===== config.mk =====
export PLATFORM = sky130hd
export DESIGN_NAME = hpdcache_victim_sel
export DESIGN_NICKNAME = d
export VERILOG_FILES = /design/src/rtl/hpdcache_victim_sel_pkg.sv /design/src/rtl/hpdcache_prio_1hot_encoder.sv /design/src/rtl/hpdcache_victim_sel_rotate.sv /design/src/rtl/hpdcache_victim_sel.sv
export SDC_FILE = /design/constraint.sdc
export NUM_CORES = 2
export LEC_CHECK = 0
export ABC_AREA = 0
export BUFFER_PORTS_ARGS = -buffer_cell sky130_fd_sc_hd__buf_2
export CAP_MARGIN = 25
export CORE_MARGIN = 2
export CORE_UTILIZATION = 45
export CTS_CLUSTER_DIAMETER = 120
export DETAILED_ROUTE_END_ITERATION = 10
export PLACE_DENSITY = 0.65
export SYNTH_ARGS = -nofsm -noshare
export SYNTH_HDL_FRONTEND = slang
export SYNTH_SLANG_ARGS = --single-unit

===== constraint.sdc =====
create_clock -name clk_i -period 5.55 [get_ports clk_i]
set_clock_uncertainty 0.05 [all_clocks]
set_input_delay 0.8325 -clock clk_i [delete_from_list [all_inputs] [get_ports clk_i]]
set_output_delay 0.8325 -clock clk_i [all_outputs]
set_load 0.02 [all_outputs]

===== src/rtl/hpdcache_victim_sel_pkg.sv =====
// Shared types and constants for the HPDcache victim selection unit.
package hpdcache_victim_sel_pkg;

    typedef enum logic [1:0] {
        HPDCACHE_VSEL_PLRU = 2'b00,
        HPDCACHE_VSEL_RR   = 2'b01,
        HPDCACHE_VSEL_RAND = 2'b10
    } vsel_policy_e;

    localparam int LFSR_W = 16;
    // Fibonacci taps 16,14,13,11 expressed as bit positions 15,13,12,10
    localparam logic [LFSR_W-1:0] LFSR_TAPS = 16'hB400;

    function automatic int way_idx_w(input int ways);
        return (ways > 1) ? $clog2(ways) : 1;
    endfunction

endpackage


===== src/rtl/hpdcache_prio_1hot_encoder.sv =====
// Fixed-priority one-hot encoder: keeps only the lowest set bit.
module hpdcache_prio_1hot_encoder #(
    parameter int N = 4
) (
    input  logic [N-1:0] val,
    output logic [N-1:0] gnt
);
    assign gnt = val & (~val + N'(1));
endmodule


===== src/rtl/hpdcache_victim_sel_rotate.sv =====
// Rotating-priority one-hot select: first set bit at index >= start, wrapping modulo N.
module hpdcache_rotate_prio_1hot
    import hpdcache_victim_sel_pkg::*;
#(
    parameter int N = 4
) (
    input  logic [N-1:0]              req,
    input  logic [way_idx_w(N)-1:0]   start,
    output logic [N-1:0]              gnt
);
    logic [2*N-1:0] dbl_req;
    logic [2*N-1:0] dbl_gnt;
    logic [N-1:0]   rot_req;
    logic [N-1:0]   rot_gnt;

    // Rotate so that 'start' lands on bit 0, pick lowest, then rotate back
    assign dbl_req = {req, req} >> start;
    assign rot_req = dbl_req[N-1:0];
    assign rot_gnt = rot_req & (~rot_req + N'(1));
    assign dbl_gnt = {rot_gnt, rot_gnt} << start;
    assign gnt     = dbl_gnt[2*N-1:N];
endmodule


===== src/rtl/hpdcache_victim_sel.sv =====
// Victim selection for HPDcache refills: PLRU / round-robin / random with way locking.
module hpdcache_victim_sel
    import hpdcache_victim_sel_pkg::*;
#(
    parameter int          SETS      = 64,
    parameter int          WAYS      = 8,
    parameter logic [15:0] LFSR_SEED = 16'h0001
) (
    input  logic                    clk_i,
    input  logic                    rst_ni,
    input  logic [1:0]              cfg_policy_i,
    input  logic                    clr_i,
    input  logic                    updt_i,
    input  logic [$clog2(SETS)-1:0] updt_set_i,
    input  logic [WAYS-1:0]         updt_way_i,
    input  logic                    repl_i,
    input  logic [$clog2(SETS)-1:0] repl_set_i,
    input  logic [WAYS-1:0]         repl_way_i,
    input  logic                    sel_req_i,
    input  logic [$clog2(SETS)-1:0] sel_set_i,
    input  logic [WAYS-1:0]         sel_dir_valid_i,
    input  logic [WAYS-1:0]         sel_dir_wb_i,
    input  logic [WAYS-1:0]         sel_dir_dirty_i,
    input  logic [WAYS-1:0]         sel_lock_i,
    output logic                    sel_valid_o,
    output logic [WAYS-1:0]         sel_victim_way_o,
    output logic                    sel_none_o
);
    localparam int SET_W = $clog2(SETS);
    localparam int IDX_W = way_idx_w(WAYS);
    localparam logic [LFSR_W-1:0] SEED = (LFSR_SEED == '0) ? 16'h0001 : LFSR_SEED;

    logic [WAYS-1:0]   mru_q [SETS];
    logic [WAYS-1:0]   mru_d [SETS];
    logic [IDX_W-1:0]  ptr_q [SETS];
    logic [IDX_W-1:0]  ptr_d [SETS];
    logic [LFSR_W-1:0] lfsr_q;

    function automatic logic [IDX_W-1:0] onehot_idx(input logic [WAYS-1:0] oh);
        logic [IDX_W-1:0] idx;
        idx = '0;
        for (int i = 0; i < WAYS; i++) begin
            if (oh[i]) idx = idx | IDX_W'(i);
        end
        return idx;
    endfunction

    function automatic logic [IDX_W-1:0] next_ptr(input logic [WAYS-1:0] oh);
        logic [IDX_W-1:0] idx;
        idx = onehot_idx(oh);
        return (idx == IDX_W'(WAYS - 1)) ? '0 : idx + IDX_W'(1);
    endfunction

    // Saturating bit-MRU: once every way is marked, restart from the accessed ways
    function automatic logic [WAYS-1:0] plru_next(input logic [WAYS-1:0] bits,
                                                  input logic [WAYS-1:0] acc);
        logic [WAYS-1:0] v;
        v = bits | acc;
        return (&v) ? acc : v;
    endfunction

    function automatic logic [WAYS-1:0] plru_filter(input logic [WAYS-1:0] cand,
                                                    input logic [WAYS-1:0] bits);
        logic [WAYS-1:0] f;
        f = cand & ~bits;
        return (f != '0) ? f : cand;
    endfunction

    always_comb begin
        for (int s = 0; s < SETS; s++) begin
            logic [WAYS-1:0] acc;
            acc = '0;
            if (updt_i && (updt_set_i == SET_W'(s))) acc = acc | updt_way_i;
            if (repl_i && (repl_set_i == SET_W'(s))) acc = acc | repl_way_i;
            mru_d[s] = (acc != '0) ? plru_next(mru_q[s], acc) : mru_q[s];
            ptr_d[s] = (repl_i && (repl_set_i == SET_W'(s)) && (repl_way_i != '0))
                     ? next_ptr(repl_way_i) : ptr_q[s];
        end
    end

    always_ff @(posedge clk_i or negedge rst_ni) begin
        if (!rst_ni) begin
            for (int s = 0; s < SETS; s++) begin
                mru_q[s] <= '0;
                ptr_q[s] <= '0;
            end
        end else if (clr_i) begin
            for (int s = 0; s < SETS; s++) begin
                mru_q[s] <= '0;
                ptr_q[s] <= '0;
            end
        end else begin
            for (int s = 0; s < SETS; s++) begin
                mru_q[s] <= mru_d[s];
                ptr_q[s] <= ptr_d[s];
            end
        end
    end

    always_ff @(posedge clk_i or negedge rst_ni) begin
        if (!rst_ni) lfsr_q <= SEED;
        else         lfsr_q <= {lfsr_q[LFSR_W-2:0], ^(lfsr_q & LFSR_TAPS)};
    end

    // Selection stage: classify ways, then pick within the winning class
    logic [WAYS-1:0]  usable, cand_unused, cand_clean, cand_dirty;
    logic [WAYS-1:0]  clean_in, dirty_in, gnt_unused, gnt_clean, gnt_dirty;
    logic [WAYS-1:0]  mru_sel, victim_d;
    logic [IDX_W-1:0] start, rand_start;
    logic             none_d;

    assign usable      = ~sel_lock_i;
    assign cand_unused = ~sel_dir_valid_i & usable;
    assign cand_clean  = sel_dir_valid_i & ~sel_dir_dirty_i & usable;
    assign cand_dirty  = sel_dir_valid_i & sel_dir_wb_i & sel_dir_dirty_i & usable;
    assign mru_sel     = mru_q[sel_set_i];
    assign rand_start  = IDX_W'(lfsr_q % LFSR_W'(WAYS));

    always_comb begin
        start    = '0;
        clean_in = plru_filter(cand_clean, mru_sel);
        dirty_in = plru_filter(cand_dirty, mru_sel);
        case (cfg_policy_i)
            HPDCACHE_VSEL_RR: begin
                start    = ptr_q[sel_set_i];
                clean_in = cand_clean;
                dirty_in = cand_dirty;
            end
            HPDCACHE_VSEL_RAND: begin
                start    = rand_start;
                clean_in = cand_clean;
                dirty_in = cand_dirty;
            end
            default: ;
        endcase
    end

    hpdcache_prio_1hot_encoder #(.N(WAYS)) u_unused_enc (
        .val (cand_unused),
        .gnt (gnt_unused)
    );

    hpdcache_rotate_prio_1hot #(.N(WAYS)) u_clean_sel (
        .req   (clean_in),
        .start (start),
        .gnt   (gnt_clean)
    );

    hpdcache_rotate_prio_1hot #(.N(WAYS)) u_dirty_sel (
        .req   (dirty_in),
        .start (start),
        .gnt   (gnt_dirty)
    );

    always_comb begin
        victim_d = '0;
        if      (cand_unused != '0) victim_d = gnt_unused;
        else if (cand_clean  != '0) victim_d = gnt_clean;
        else if (cand_dirty  != '0) victim_d = gnt_dirty;
    end

    assign none_d = ((cand_unused | cand_clean | cand_dirty) == '0);

    always_ff @(posedge clk_i or negedge rst_ni) begin
        if (!rst_ni) begin
            sel_valid_o      <= 1'b0;
            sel_victim_way_o <= '0;
            sel_none_o       <= 1'b0;
        end else begin
            sel_valid_o <= sel_req_i;
            if (sel_req_i) begin
                sel_victim_way_o <= victim_d;
                sel_none_o       <= none_d;
            end
        end
    end

endmodule


## Word-level counts from Yosys, hierarchy flattened

Cells that the tools add are included.

| storage, ports and cells | value |
|---|---|
| latch bits | 0 |
| ROM bits | 0 |
| register bits | 730 |
| RAM bits | 0 |
| logic and storage cells | 1222 |
| input bits | 74 |
| memories | 0 |
| output and inout port bits | 10 |

| operators by class | value |
|---|---|
| div/mod/pow operators | 0 |
| magnitude comparators | 1 |
| eq/ne operators | 129 |
| reduce and logical (&&, ||, !) cells | 459 |
| shift-type cells | 4 |
| $add $sub $neg | 4 |
| multiply operators | 0 |
| bitwise logic cells | 149 |
| multiplexer cells | 344 |

Operators by type and width:

| cell | number |
|---|---|
| $mux 8 | 265 |
| $or 8x8->8 | 130 |
| $reduce_bool 8->1 | 70 |
| $mux 512 | 1 |
| $reduce_and 8->1 | 64 |
| $eq 6x6->1 const B | 64 |
| $reduce_bool 2->1 | 128 |
| $mux 3 | 71 |
| $eq 6x5->1 const B | 32 |
| $logic_and 1x1->1 | 192 |
| $mux 192 | 1 |
| $eq 6x4->1 const B | 16 |
| $and 8x8->8 | 11 |
| $not 8->8 | 7 |
| $bmux 8 s6 | 1 |
| $eq 6x3->1 const B | 8 |
| $shl 16x3->16 | 2 |
| $shr 16x3->8 | 2 |
| $add 8x1->8 const B | 3 |
| $eq 6x2->1 const B | 4 |
| $bmux 3 s6 | 1 |
| $reduce_xor 16->1 | 1 |
| $eq 6x1->1 const B | 2 |
| $logic_not 6->1 | 2 |
| other kinds (11) | 12 |

## Depth between registers and ports, before layout

| logic depth | value |
|---|---|
| word-level depth | 17 |
| depth in mapped cells | 23 |
| gate-level depth less buffers | 16 |

## Hierarchy

A second synthesis with hierarchy kept.

| unflattened totals | value |
|---|---|
| cells, all modules | 5455 |
| area total of the unflattened synthesis | 50141.8 um^2 |

By module, submodules not included:

| module | instances | cells an instance | seq. area each (um^2) | area each (um^2) |
|---|---|---|---|---|
| hpdcache_victim_sel | 1 | 5255 | 18268.8 | 48619.1 |
| hpdcache_rotate_prio_1hot | 2 | 95 | 0.0 | 719.4 |
| hpdcache_prio_1hot_encoder | 1 | 10 | 0.0 | 83.8 |

## Least setup slack after synthesis

No wires, ideal clock.

| timing | value |
|---|---|
| path type | input to register |
| start | input sel_set_i[0] |
| end | register sel_victim_way_o[6] |
| arrival time | 4497 ps |
| stages | 16 |
| required time | 5413 ps |
| path slack | 917 ps |
| path through | buf_6 > buf_8 > buf_6 > buf_6 > mux4_2 > a211oi_1 > a2bb2oi_1 > o2bb2ai_1 > nor4_2 > nand2b_1 > o211a_2 > or4_1 > or4_4 > a21oi_2 > a22oi_1 > o211ai_1 |

| on the way | value |
|---|---|
| word-level cells in the longest chain between the ends | 17 |

Ends and longest elaborated chain:

| item | RTL line | source |
|---|---|---|
| start, declared | hpdcache_victim_sel.sv:20 | `input logic [$clog2(SETS)-1:0] sel_set_i,` |
| $not 6->7 (not written as such) (*) | hpdcache_victim_sel.sv:116, hpdcache_victim_sel.sv:125 |  |
| $bmux 8 s6 | hpdcache_victim_sel.sv:116 | `assign mru_sel = mru_q[sel_set_i];` |
| $mux 8 (not written as such) (2 in series) | hpdcache_victim_sel.sv:116 |  |
| $not 8->8 | hpdcache_victim_sel.sv:65 | `f = cand & ~bits;` |
| $and 8x8->8 | hpdcache_victim_sel.sv:65 |  |
| $reduce_bool 8->1 | hpdcache_victim_sel.sv:66 | `return (f != '0) ? f : cand;` |
| $mux 8 | hpdcache_victim_sel.sv:66 |  |
| $mux 8 | hpdcache_victim_sel.sv:123 | `case (cfg_policy_i)` |
| $shr 16x3->8 | hpdcache_victim_sel_rotate.sv:17 | `assign dbl_req = {req, req} >> start;` |
| $not 8->8 | hpdcache_victim_sel_rotate.sv:19 | `assign rot_gnt = rot_req & (~rot_req + N'(1));` |
| $add 8x1->8 | hpdcache_victim_sel_rotate.sv:19 |  |
| $and 8x8->8 | hpdcache_victim_sel_rotate.sv:19 |  |
| $shl 16x3->16 | hpdcache_victim_sel_rotate.sv:20 | `assign dbl_gnt = {rot_gnt, rot_gnt} << start;` |
| $mux 8 | hpdcache_victim_sel.sv:159 | `else if (cand_dirty != '0) victim_d = gnt_dirty;` |
| $mux 8 (*) | hpdcache_victim_sel.sv:158 | `else if (cand_clean != '0) victim_d = gnt_clean;` |
| $mux 8 (*) | hpdcache_victim_sel.sv:157 | `if (cand_unused != '0) victim_d = gnt_unused;` |
| end signal, assigned | hpdcache_victim_sel.sv:172 | `sel_victim_way_o <= victim_d;` |
| end, declared | hpdcache_victim_sel.sv:26 | `output logic [WAYS-1:0] sel_victim_way_o,` |

Mark *: on every way between the ends. The rest lies on a longest branch, timed or not. The select of a mux whose other input is x is not followed.
A chain may end at the register's enable or synchronous reset.

## Worst setup path after layout

| timing | value |
|---|---|
| start | input sel_set_i[1] |
| end | register sel_victim_way_o[0] |

The elaborated chain is that of the path after synthesis.

==> results.txt <==
Status -> complete, no violations
DR DRC count -> 0
Slew at the pin closest to its max-slew limit -> 1169 ps
Critical path peak fanout -> 22
Maximum vdd drop -> 0.2581 mV
Post-synthesis xor/xnor area fraction -> 0.05575%
Setup bufs post-CTS -> 0
Post-Layout Cell Count -> 6779
Syn. warnings -> 0
Post-Route WL -> 189.5 mm
Async set or reset register ratio after synthesis -> 100.0%
Die extent in x -> 327.6 µm
Kind of critical path -> in -> reg
H-tree depth -> 3
Cell area after synthesis -> 47130 µm²
Area growth syn-to-layout -> 10.87%
Setup crit end kind -> flop
Fin crit share -> 90.99%
Total nets after synthesis -> 5472
WP data required -> 6030 ps
Max Buffers Root-to-Sink -> 3
Cell row count -> 118
DR WL/cell -> 27.95 µm
Combined area of the multi-input logic cells -> 25030 µm²
Multiplexer share of the synthesized area -> 9.371%
DR vias/cell -> 6.923
Detailed Place HPWL -> 126.2 mm
Final setup viols -> 0
Leak -> 20.72 nW
ANT nets after route -> 0
CTS tree -> built
Min-Delay Path Class -> in -> async
Post-cts resize count -> 0
Vias -> 46.93k
Adder-cell share of the synthesized area -> 0.1062%
Post-Syn Instances -> 5394
Register Area -> 18270 µm²
Die area -> 107300 µm²
Layout fillers -> 9794
Ports -> 84
Clock root buffer -> clkbuf_16
Clock latency on the worst-skew pair -> 670 ps
Pin count of the biggest net entering global routing -> 153
# nets final -> 5406
Clk pin slew, worst setup/hold paths -> 60 ps
EDFF count, synth -> 0
DR pass1 iterations -> 7
Routability cong. -> 1.020
Largest family of logic cells by synthesized area -> compound AO/OA/AOI/OAI gates
Cell family with most CP delay -> compound AO/OA/AOI/OAI gates
Die span in y -> 327.6 µm
Seq cells post-synth -> 730
Register area share after synthesis -> 38.76%
Critical path arrival -> 5530 ps
Final min period -> 5050 ps
Synth unique cells -> 92
Core box area -> 103600 µm²
Synth area leader -> dfrtp_1
Global-route wire length before repair -> 281.1 mm
I/O Buffers -> 83
Relative slew margins -> 22.07%
CP peak stage delay -> 630 ps
Syn_area_per_cell -> 8.738 µm²
Complex-gate fraction of the synthesized area -> 31.25%
Fin. Hold Viols -> 0
Number of global-route vias before repair -> 43.15k
DP Cell Count -> 6622
Layout cells sized above 1 -> 11.39%
Highest clock rate -> 198.0 MHz
Yosys top cell area share -> 38.70%
Initial antenna violation count -> 7
Hold buffers post-CTS -> 0
CP max stage cell -> nor4b_1
Top area cells in the synthesized netlist -> dfrtp_1 39%, a22o_1 10%, o22ai_1 9.9%
Slew Viols, Final -> 0
Unrepaired setup endpoints after global routing -> false
Grt total ovfl -> 0
Initial core utilization -> 45.48%
CTS Sinks -> 730
Max-Cap Viols -> 0
CTS Buf Count -> 84
PwrDens -> 300.9 nW/µm²
Critical path cell sequence -> clkbuf_8 > mux4_2 > nand2_1 > a32o_1 > nor4b_1 > a41oi_1 > buf_4 > buf_4 > a2bb2o_1 > o41ai_2 > buf_4 > buf_4 > o21ai_0 > and4_1 > nor4b_1 > a41oi_1 > a221oi_1 > o21ai_0 > nand4_1
Fin util -> 50.42%
WP buf/inv -> 5
Setup crit start kind -> input pin
Ys flop type -> dfrtp_1
Hold Slack -> 165.1 ps
Simple-Gate Fraction of Synth Area -> 12.28%
All-layer global routing usage -> 34.32%
Critical path's most frequent cell -> buf_4
Initial DRC count -> 6901
## synthesized netlist by cell type, types with 19 or more instances
cell        n
o22ai_1   744
dfrtp_1   729
a21oi_1   651
a22o_1    551
inv_1     490
clkbuf_1  376
nand2_1   328
nand3_1   300
nor2_1    243
mux2i_1   142
mux4_2    127
o21ai_0    92
nor4_1     81
nor3_1     70
or4_1      68
a22oi_1    49
nor2b_1    35
buf_2      27
buf_1      22
buf_6      19
## routing by layer
metal / vias up / routed length [µm] / GRT usage [%]
met2: 3130 / 81090 / 50.75
met5: - / 13 / 0
met4: 2 / 11050 / 17.88
met1: 22700 / 74780 / 47.12
met3: 644 / 22540 / 7.693
li1: 20450 / - / -
## per-stage QoR
stage | cell area [µm²] | TNS [ps] | power, mW | setup slack [ps]
6_report | 52260 | 0 | 15.73 | 499.9
5_1_grt | 52250 | 0 | 16.27 | 334.5
4_1_cts | 52240 | 0 | 15.64 | 669.5
3_5_place_dp | 49420 | -20.37 | 9.893 | -20.37
3_3_place_gp | 49390 | -14.76 | 9.834 | -14.76
2_1_floorplan | 47130 | 0 | 8.545 | 916.8
## report_power, final
group          switching (mW)  total (mW)  internal, mW
sequential              0.878        6.84          5.96
clock                    2.40        5.79          3.39
combinational            1.82        3.10          1.27
## final cells by class
type | instances | share of cell area (%)
inverter | 493 | 3.544
tap | 1380 | 3.304
antenna | 8 | 0.03831
sequential | 730 | 34.96
clock buffer | 120 | 4.767
clock inverter | 29 | 0.6201
timing repair buffer | 308 | 4.872
multi-input combinational | 3711 | 47.90
## registers in the layout, summed over array words and instances, names as in the netlist
name	flops
mru_q	512
lfsr_q	16
ptr_q	192
sel_none_o	1
sel_victim_way_o	8
sel_valid_o	1
## final timing paths
path,cells after the start,start,slack [ps],to
max,19,sel_set_i[1],500,sel_victim_way_o[0]
min,1,rst_ni,170,mru_q[193]
max reg2reg,18,mru_q[64],660,sel_victim_way_o[0]
min reg2reg,0,lfsr_q[8],290,lfsr_q[9]
max in group asynchronous,2,rst_ni,3960,mru_q[365]
min in group clk_i,0,lfsr_q[8],290,lfsr_q[9]
## cell usage in the layout (no fill, tap or decap), types with 8 or more instances in the layout
| cell type | count |
|---|---|
| buf_4 | 213 |
| clkbuf_1 | 14 |
| nor2b_1 | 35 |
| buf_12 | 27 |
| o211ai_1 | 12 |
| mux4_2 | 127 |
| a22o_1 | 551 |
| buf_2 | 62 |
| a21oi_1 | 651 |
| nor4_1 | 81 |
| mux2i_1 | 142 |
| or4_1 | 68 |
| dfrtp_1 | 729 |
| nand4_1 | 10 |
| inv_1 | 490 |
| clkinv_2 | 14 |
| o21ai_0 | 92 |
| a32oi_1 | 8 |
| a22oi_1 | 49 |
| o22ai_1 | 744 |
| nand2b_1 | 12 |
| clkbuf_8 | 21 |
| nor3_1 | 70 |
| nand2_1 | 328 |
| diode_2 | 8 |
| mux2_2 | 12 |
| o2bb2ai_1 | 8 |
| clkbuf_16 | 87 |
| nor2_1 | 243 |
| nand3_1 | 299 |
| a31oi_1 | 10 |
| and3_1 | 15 |
| a211oi_1 | 8 |
## kinds of logic (layout without fill, tap and decap cells)
family,count (synthesis),count (layout)
AOI/OAI and AO/OA,2220,2220
and+or+nand+nor,1203,1203
buffers and inverters,953,950
DFF,730,730
muxes,281,281
adders and majority gates,4,4
xor gates and xnor gates,3,3
other,0,8
Note: power is estimated with default switching activity, not from simulation.
